## src/rtl/ccff_pkg.sv

```systemverilog
// ---------------------------------------------------------------------------
// ccff_pkg
// Shared definitions for the configuration-chain loader:
//   - default bitstream word width and bit-counter width
//   - load-controller state encoding (ccff_ld_state_e)
// ---------------------------------------------------------------------------
package ccff_pkg;

    localparam int unsigned CCFF_WORD_W = 32;
    localparam int unsigned CCFF_CNT_W  = 20;

    typedef enum logic [1:0] {
        LD_IDLE  = 2'd0,
        LD_FETCH = 2'd1,
        LD_SHIFT = 2'd2,
        LD_DONE  = 2'd3
    } ccff_ld_state_e;

endpackage

```

## src/rtl/ccff_chain_loader_if.sv

```systemverilog
// ---------------------------------------------------------------------------
// ccff_chain_loader_if
// Valid/ready bitstream word stream from the configuration host.
//   s_data  : bitstream word (host -> loader)
//   s_valid : s_data is valid (host -> loader)
//   s_ready : loader accepts the word this cycle (loader -> host)
// master = host side, slave = loader side.
// ---------------------------------------------------------------------------
interface ccff_chain_loader_if #(
    parameter int WORD_W = 32
) ();

    logic [WORD_W-1:0] s_data;
    logic              s_valid;
    logic              s_ready;

    modport master (output s_data, output s_valid, input s_ready);
    modport slave  (input s_data, input s_valid, output s_ready);

endinterface

```

## src/rtl/ccff_word_serializer.sv

```systemverilog
// ---------------------------------------------------------------------------
// ccff_word_serializer
// Holds one bitstream word and presents it LSB-first, one bit per advance.
// Ports:
//   clk, rst   : clock, synchronous active-high reset
//   load_i     : capture data_i; bit 0 appears on head_o next cycle
//   data_i     : word to capture
//   advance_i  : step to the next bit (never asserted on the last bit)
//   head_o     : registered current bit
//   last_o     : current bit is bit WORD_W-1
// ---------------------------------------------------------------------------
module ccff_word_serializer #(
    parameter int WORD_W = 32
) (
    input  logic              clk,
    input  logic              rst,
    input  logic              load_i,
    input  logic [WORD_W-1:0] data_i,
    input  logic              advance_i,
    output logic              head_o,
    output logic              last_o
);

    localparam int IDX_W = (WORD_W > 1) ? $clog2(WORD_W) : 1;

    logic [WORD_W-1:0] word_q;
    logic [IDX_W-1:0]  idx_q;
    logic [IDX_W-1:0]  idx_d;
    logic              head_q;

    // Index of the bit that follows the current one.
    always_comb begin
        idx_d = idx_q + IDX_W'(1);
    end

    // Word register, bit index and registered head bit.
    always_ff @(posedge clk) begin
        if (rst) begin
            word_q <= '0;
            idx_q  <= '0;
            head_q <= 1'b0;
        end else if (load_i) begin
            word_q <= data_i;
            idx_q  <= '0;
            head_q <= data_i[0];
        end else if (advance_i) begin
            idx_q  <= idx_d;
            head_q <= word_q[idx_d];
        end else begin
            word_q <= word_q;
            idx_q  <= idx_q;
            head_q <= head_q;
        end
    end

    assign head_o = head_q;
    assign last_o = (idx_q == IDX_W'(WORD_W - 1));

endmodule

```

## src/rtl/ccff_chain_loader.sv

```systemverilog
// ---------------------------------------------------------------------------
// ccff_chain_loader
// Streams a bitstream LSB-first into the ccff_head -> ccff_tail chain and,
// optionally, streams it a second time while comparing ccff_tail.
// Ports:
//   prog_clk, prog_reset : clock, synchronous active-high reset
//   start                : begin a load (ignored while busy)
//   bit_count, verify_en : chain length N and verify request, taken on start
//   s_if                 : bitstream word stream (slave side)
//   ccff_head, shift_en  : registered serial data and prog_clk gate enable
//   ccff_tail            : serial data returning from the chain tail
//   busy, done, error    : status (done is a pulse, error is sticky)
// ---------------------------------------------------------------------------
module ccff_chain_loader
    import ccff_pkg::*;
#(
    parameter int WORD_W = CCFF_WORD_W,
    parameter int CNT_W  = CCFF_CNT_W
) (
    input  logic                 prog_clk,
    input  logic                 prog_reset,
    input  logic                 start,
    input  logic [CNT_W-1:0]     bit_count,
    input  logic                 verify_en,
    ccff_chain_loader_if.slave   s_if,
    output logic                 ccff_head,
    output logic                 shift_en,
    input  logic                 ccff_tail,
    output logic                 busy,
    output logic                 done,
    output logic                 error
);

    localparam logic [1:0] IDLE  = LD_IDLE;
    localparam logic [1:0] FETCH = LD_FETCH;
    localparam logic [1:0] SHIFT = LD_SHIFT;
    localparam logic [1:0] DONE  = LD_DONE;

    logic [1:0]       state_q,  state_d;
    logic [CNT_W-1:0] n_q,      n_d;
    logic [CNT_W-1:0] rem_q,    rem_d;
    logic             verify_q, verify_d;
    logic             pass_q,   pass_d;
    logic             err_q,    err_d;
    logic             ready_q;
    logic             shift_en_q;
    logic             busy_q;
    logic             done_q;

    logic             load_s;
    logic             advance_s;
    logic             ser_head_s;
    logic             ser_last_s;

    ccff_word_serializer #(.WORD_W(WORD_W)) u_ser (
        .clk       (prog_clk),
        .rst       (prog_reset),
        .load_i    (load_s),
        .data_i    (s_if.s_data),
        .advance_i (advance_s),
        .head_o    (ser_head_s),
        .last_o    (ser_last_s)
    );

    // Next-state logic: FSM, remaining-bit counter, pass tracking, verify.
    always_comb begin
        state_d   = state_q;
        n_d       = n_q;
        rem_d     = rem_q;
        verify_d  = verify_q;
        pass_d    = pass_q;
        err_d     = err_q;
        load_s    = 1'b0;
        advance_s = 1'b0;

        // Second pass: the tail must reproduce what is being driven now.
        if (pass_q && shift_en_q && (ccff_tail != ser_head_s)) begin
            err_d = 1'b1;
        end else begin
            err_d = err_q;
        end

        case (state_q)
            IDLE: begin
                if (start) begin
                    err_d = 1'b0;
                    if (bit_count == '0) begin
                        state_d = DONE;
                    end else begin
                        n_d      = bit_count;
                        verify_d = verify_en;
                        pass_d   = 1'b0;
                        rem_d    = bit_count;
                        state_d  = FETCH;
                    end
                end else begin
                    state_d = IDLE;
                end
            end
            FETCH: begin
                if (s_if.s_valid && ready_q) begin
                    load_s  = 1'b1;
                    state_d = SHIFT;
                end else begin
                    state_d = FETCH;
                end
            end
            SHIFT: begin
                rem_d = rem_q - CNT_W'(1);
                if (rem_q == CNT_W'(1)) begin
                    // Any unshifted bits left in the word are dropped here.
                    if (pass_q || !verify_q) begin
                        state_d = DONE;
                    end else begin
                        pass_d  = 1'b1;
                        rem_d   = n_q;
                        state_d = FETCH;
                    end
                end else if (ser_last_s) begin
                    state_d = FETCH;
                end else begin
                    advance_s = 1'b1;
                    state_d   = SHIFT;
                end
            end
            DONE: begin
                state_d = IDLE;
            end
            default: begin
                state_d = IDLE;
            end
        endcase
    end

    // State and registered outputs, all derived from the next state so that
    // shift_en rises together with the head bit the serializer loads.
    always_ff @(posedge prog_clk) begin
        if (prog_reset) begin
            state_q    <= IDLE;
            n_q        <= '0;
            rem_q      <= '0;
            verify_q   <= 1'b0;
            pass_q     <= 1'b0;
            err_q      <= 1'b0;
            ready_q    <= 1'b0;
            shift_en_q <= 1'b0;
            busy_q     <= 1'b0;
            done_q     <= 1'b0;
        end else begin
            state_q    <= state_d;
            n_q        <= n_d;
            rem_q      <= rem_d;
            verify_q   <= verify_d;
            pass_q     <= pass_d;
            err_q      <= err_d;
            ready_q    <= (state_d == FETCH);
            shift_en_q <= (state_d == SHIFT);
            busy_q     <= (state_d == FETCH) || (state_d == SHIFT);
            done_q     <= (state_d == DONE);
        end
    end

    assign s_if.s_ready = ready_q;
    assign ccff_head    = ser_head_s;
    assign shift_en     = shift_en_q;
    assign busy         = busy_q;
    assign done         = done_q;
    assign error        = err_q;

endmodule

```

## src/flat_wrapper.sv

```systemverilog
// flat-port wrapper written by rule: the top's interface ports become plain ports
module ccff_chain_loader_flat import ccff_pkg::*;
#(
    parameter int WORD_W = CCFF_WORD_W,
    parameter int CNT_W  = CCFF_CNT_W
)
  (prog_clk, prog_reset, start, bit_count, verify_en, ccff_head, shift_en, ccff_tail, busy, done, error, s_if_s_data, s_if_s_valid, s_if_s_ready);
  ccff_chain_loader_if #(.WORD_W(WORD_W)) s_if_i ();
  input  logic prog_clk;
  input  logic prog_reset;
  input  logic start;
  input  logic [CNT_W-1:0] bit_count;
  input  logic verify_en;
  output logic ccff_head;
  output logic shift_en;
  input  logic ccff_tail;
  output logic busy;
  output logic done;
  output logic error;
  input wire logic [$bits(s_if_i.s_data)-1:0] s_if_s_data;
  input wire logic [$bits(s_if_i.s_valid)-1:0] s_if_s_valid;
  output wire logic [$bits(s_if_i.s_ready)-1:0] s_if_s_ready;
  assign s_if_i.s_data = s_if_s_data;
  assign s_if_i.s_valid = s_if_s_valid;
  assign s_if_s_ready = s_if_i.s_ready;
  ccff_chain_loader #(.WORD_W(WORD_W), .CNT_W(CNT_W)) u_core (.prog_clk(prog_clk), .prog_reset(prog_reset), .start(start), .bit_count(bit_count), .verify_en(verify_en), .s_if(s_if_i), .ccff_head(ccff_head), .shift_en(shift_en), .ccff_tail(ccff_tail), .busy(busy), .done(done), .error(error));
endmodule
```

## config.mk

```make
export PLATFORM = sky130hd
export DESIGN_NAME = ccff_chain_loader_flat
export DESIGN_NICKNAME = d
export VERILOG_FILES = /design/src/rtl/ccff_pkg.sv /design/src/rtl/ccff_chain_loader_if.sv /design/src/rtl/ccff_word_serializer.sv /design/src/rtl/ccff_chain_loader.sv /design/src/flat_wrapper.sv
export SDC_FILE = /design/constraint.sdc
export NUM_CORES = 1
export LEC_CHECK = 0
export ABC_CLOCK_PERIOD_IN_PS = 5800
export CORE_AREA = 2 2 97 99
export CTS_BUF_LIST = sky130_fd_sc_hd__clkbuf_8
export DETAILED_ROUTE_END_ITERATION = 10
export DIE_AREA = 0 0 99 101
export PLACE_DENSITY = 0.74
export SYNTH_ARGS = -nofsm -noshare
export SYNTH_HDL_FRONTEND = slang
export SYNTH_SLANG_ARGS = --single-unit
```

## constraint.sdc

```tcl
create_clock -name prog_clk -period 5.8 [get_ports prog_clk]
set_input_delay 1.16 -clock prog_clk [delete_from_list [all_inputs] [get_ports prog_clk]]
set_output_delay 1.16 -clock prog_clk [all_outputs]
set_load 0.05 [all_outputs]
```

==> impl_metrics.json <==
{
  "final_max_slew_viol_count": 0,
  "worst_setup_path_start_kind": "input port",
  "nNetsFinal": 632,
  "cts_buffer_depth": 2,
  "yosys_warnings": 0,
  "period_share": 0.618,
  "cts_setup_buffers": 0,
  "fin_skew_ns": 0.0135,
  "syn_nets": 589,
  "cts_tree": "built",
  "place_congestion": 0.862,
  "min_path_cells": 2,
  "setup_tns_ns": 0,
  "cts.sinks": 87,
  "drive_above_1_share": 0.0787,
  "crit_fanout": 33,
  "reg2reg_from": "u_core.rem_q[11]",
  "power.leakage_nw": 1.98,
  "worstPathArrival_ns": 3.85,
  "power.switching_w": 0.000398,
  "portBuffers": 63,
  "hpwlAfterDp_mm": 7.04,
  "synth_top_area_share": 0.395,
  "grt_pass1_wl_mm": 17.1,
  "crit_start": "bit_count[3]",
  "p_int_w": 0.000911,
  "p_sw_frac": 0.304,
  "initial_core_util": 0.491,
  "worstHoldStart": "u_core.u_ser.word_q[16]",
  "clk_latency_ns": 0.36,
  "cts-htree-levels": 3,
  "multi_input_area_um2": 2410,
  "syn_to_final_growth_pct": 18.6,
  "synth.area.top_cells": "dfxtp_1 40%, nand2_1 9.5%, a21oi_1 6.4%",
  "async_reset_ff_frac": 0,
  "placed_cells": 667,
  "seq_power_share": 0.497,
  "regArea_um2": 1740,
  "ys_ff_latch": 87,
  "avgSynthCellArea_um2": 8.41,
  "vias_per_cell": 5.68,
  "grt_pass1_vias": 3697,
  "synth_edf_count": 0,
  "ys_types": 57,
  "gr-total-overflow": 0,
  "synth_area_leader_cell": "dfxtp_1",
  "syn-cell-area_um2": 4410,
  "relSlewSlack": 0.259,
  "setup_viol": 0,
  "diodes": 0,
  "ctsResizeCount": 0,
  "ctsRootBufferMaster": "clkbuf_8",
  "boundaryPins": 64,
  "drt_pass1_iterations": 4,
  "drt_iter0_markers": 245,
  "dieArea_um2": 10000,
  "cts_hold_buffers": 0,
  "maxCapViolations": 0,
  "rsz0062_at_grt": "no",
  "syn_inst": 524,
  "wire_per_inst_um": 15.0,
  "grt_usage": 0.210,
  "critical_path_class": "input port to flop",
  "antenna_found_initial": 0,
  "yosysSeqAreaShare": 0.395,
  "num-fill-cells": 814,
  "coreArea_um2": 8980,
  "rrSetupSlack_ns": 2.79,
  "reg2regPathDepth": 7,
  "routed_wl_mm": 10.3,
  "critPathCaptureType": "flop",
  "worst_pin_slew_ns": 1.11,
  "layout_commonest_cell": "nand2_1",
  "vdd_drop_max_v": 0.000108,
  "vias": 3879,
  "fmax_ghz": 0.279,
  "drtAntennaViolNets": 0,
  "cts_buffers": 9,
  "drc": 0,
  "dieWidth_um": 99,
  "hold_ws_ns": 0.457,
  "die_h_um": 101,
  "fin_cells": 683,
  "status": "finished clean",
  "pwr-share-comb": 0.194,
  "hold_viol": 0,
  "setup_ws_ns": 2.21,
  "hp-class": "flop to flop",
  "pre_cts_slack_ns": 1.88,
  "clkSlewWorstSetupHoldPaths_ns": 0.09,
  "pwr-share-clk": 0.309,
  "required_ns": 6.07,
  "grt_max_degree": 80,
  "mostFrequentLayoutCells": "112 x nand2_1, 87 x dfxtp_1, 62 x clkdlybuf4s50_1",
  "period_needed_ns": 3.59,
  "powerDensity_nw_per_um2": 250,
  "ys.flop_type": "dfxtp_1",
  "rows": 35
}
power by group through the flow:
stage / clock [W] / combinational, W / sequential (W)
floorplan: 0 / 0.000170 / 0.000662
global placement: 0 / 0.000247 / 0.000663
detailed placement: 0 / 0.000251 / 0.000664
CTS: 0.000413 / 0.000253 / 0.000650
global route: 0.000437 / 0.000279 / 0.000655
finish: 0.000404 / 0.000253 / 0.000651
Yosys cell counts, types with 3 or more instances:
cell         n
a2111oi_0    3
a211oi_1    36
a21oi_1     56
a31oi_1      3
and3_1       3
buf_6        5
clkbuf_1    29
dfxtp_1     87
ha_1         7
inv_1       17
mux2i_1     19
mux4_2       9
nand2_1    112
nand2b_1     4
nand3_1      3
nand4_1      3
nand4b_1     3
nor2_1      28
nor2b_1      6
nor3_1      11
nor4_1       7
o21ai_0      4
o32ai_1      5
or4_1        5
xnor2_1     11
xor2_1       9
cell type report:
type	count	share of cell area
clock inverter	7	0.0120
clock buffer	9	0.0237
tap	111	0.0266
timing repair buffer	71	0.131
sequential	87	0.333
inverter	17	0.0122
multi-input combinational	381	0.461
path summary, 6_finish.rpt:
path | endpoint
setup / recovery | u_core.rem_q[0]
hold / removal | u_core.u_ser.word_q[16]
setup reg to reg | u_core.busy
hold reg to reg | u_core.u_ser.word_q[16]
through the flow:
step                total power [W]  cell area, µm²  utilization
floorplan                  0.000833            4410            -
global placement           0.000909            5040        0.562
detailed placement         0.000916            5040        0.562
CTS                         0.00132            5230        0.582
global route                0.00137            5230        0.582
finish                      0.00131            5230        0.582
critical path, stage by stage:
cell	delay, ns
clkdlybuf4s50_1	0.46
nor4_1	0.59
and3_1	0.49
a21o_1	0.33
buf_4	0.42
a211oi_1	0.15
a211oi_1	0.24
per-layer routing:
layer  track usage  part of all wire
met5             0                 0
met4        0.0801             0.021
met3        0.0465             0.056
met2         0.353              0.48
met1         0.263              0.44
registers in the layout, indices dropped and copies added (netlist names):
name and count:
u_core.u_ser.head_o 1, u_core.state_q 2, u_core.busy 1, u_core.n_q 20, u_core.rem_q 20, u_core.u_ser.idx_q 5, u_core.done 1, u_core.pass_q 1
u_core.error 1, u_core.verify_q 1, u_core.shift_en 1, u_core.u_ser.word_q 32, u_core.s_if.s_ready 1
cells by family (layout without fill, tap and decap cells):
family / Yosys count / count (layout) / synth area share
flops: 87 / 87 / 0.395
compound gates: 126 / 126 / 0.184
fa+ha+maj: 7 / 7 / 0.0199
mux: 29 / 29 / 0.0917
buf+inv: 56 / 104 / 0.0579
xor+xnor: 20 / 20 / 0.0397
simple gates: 199 / 199 / 0.212
Note: power is estimated with default switching activity, not from simulation.
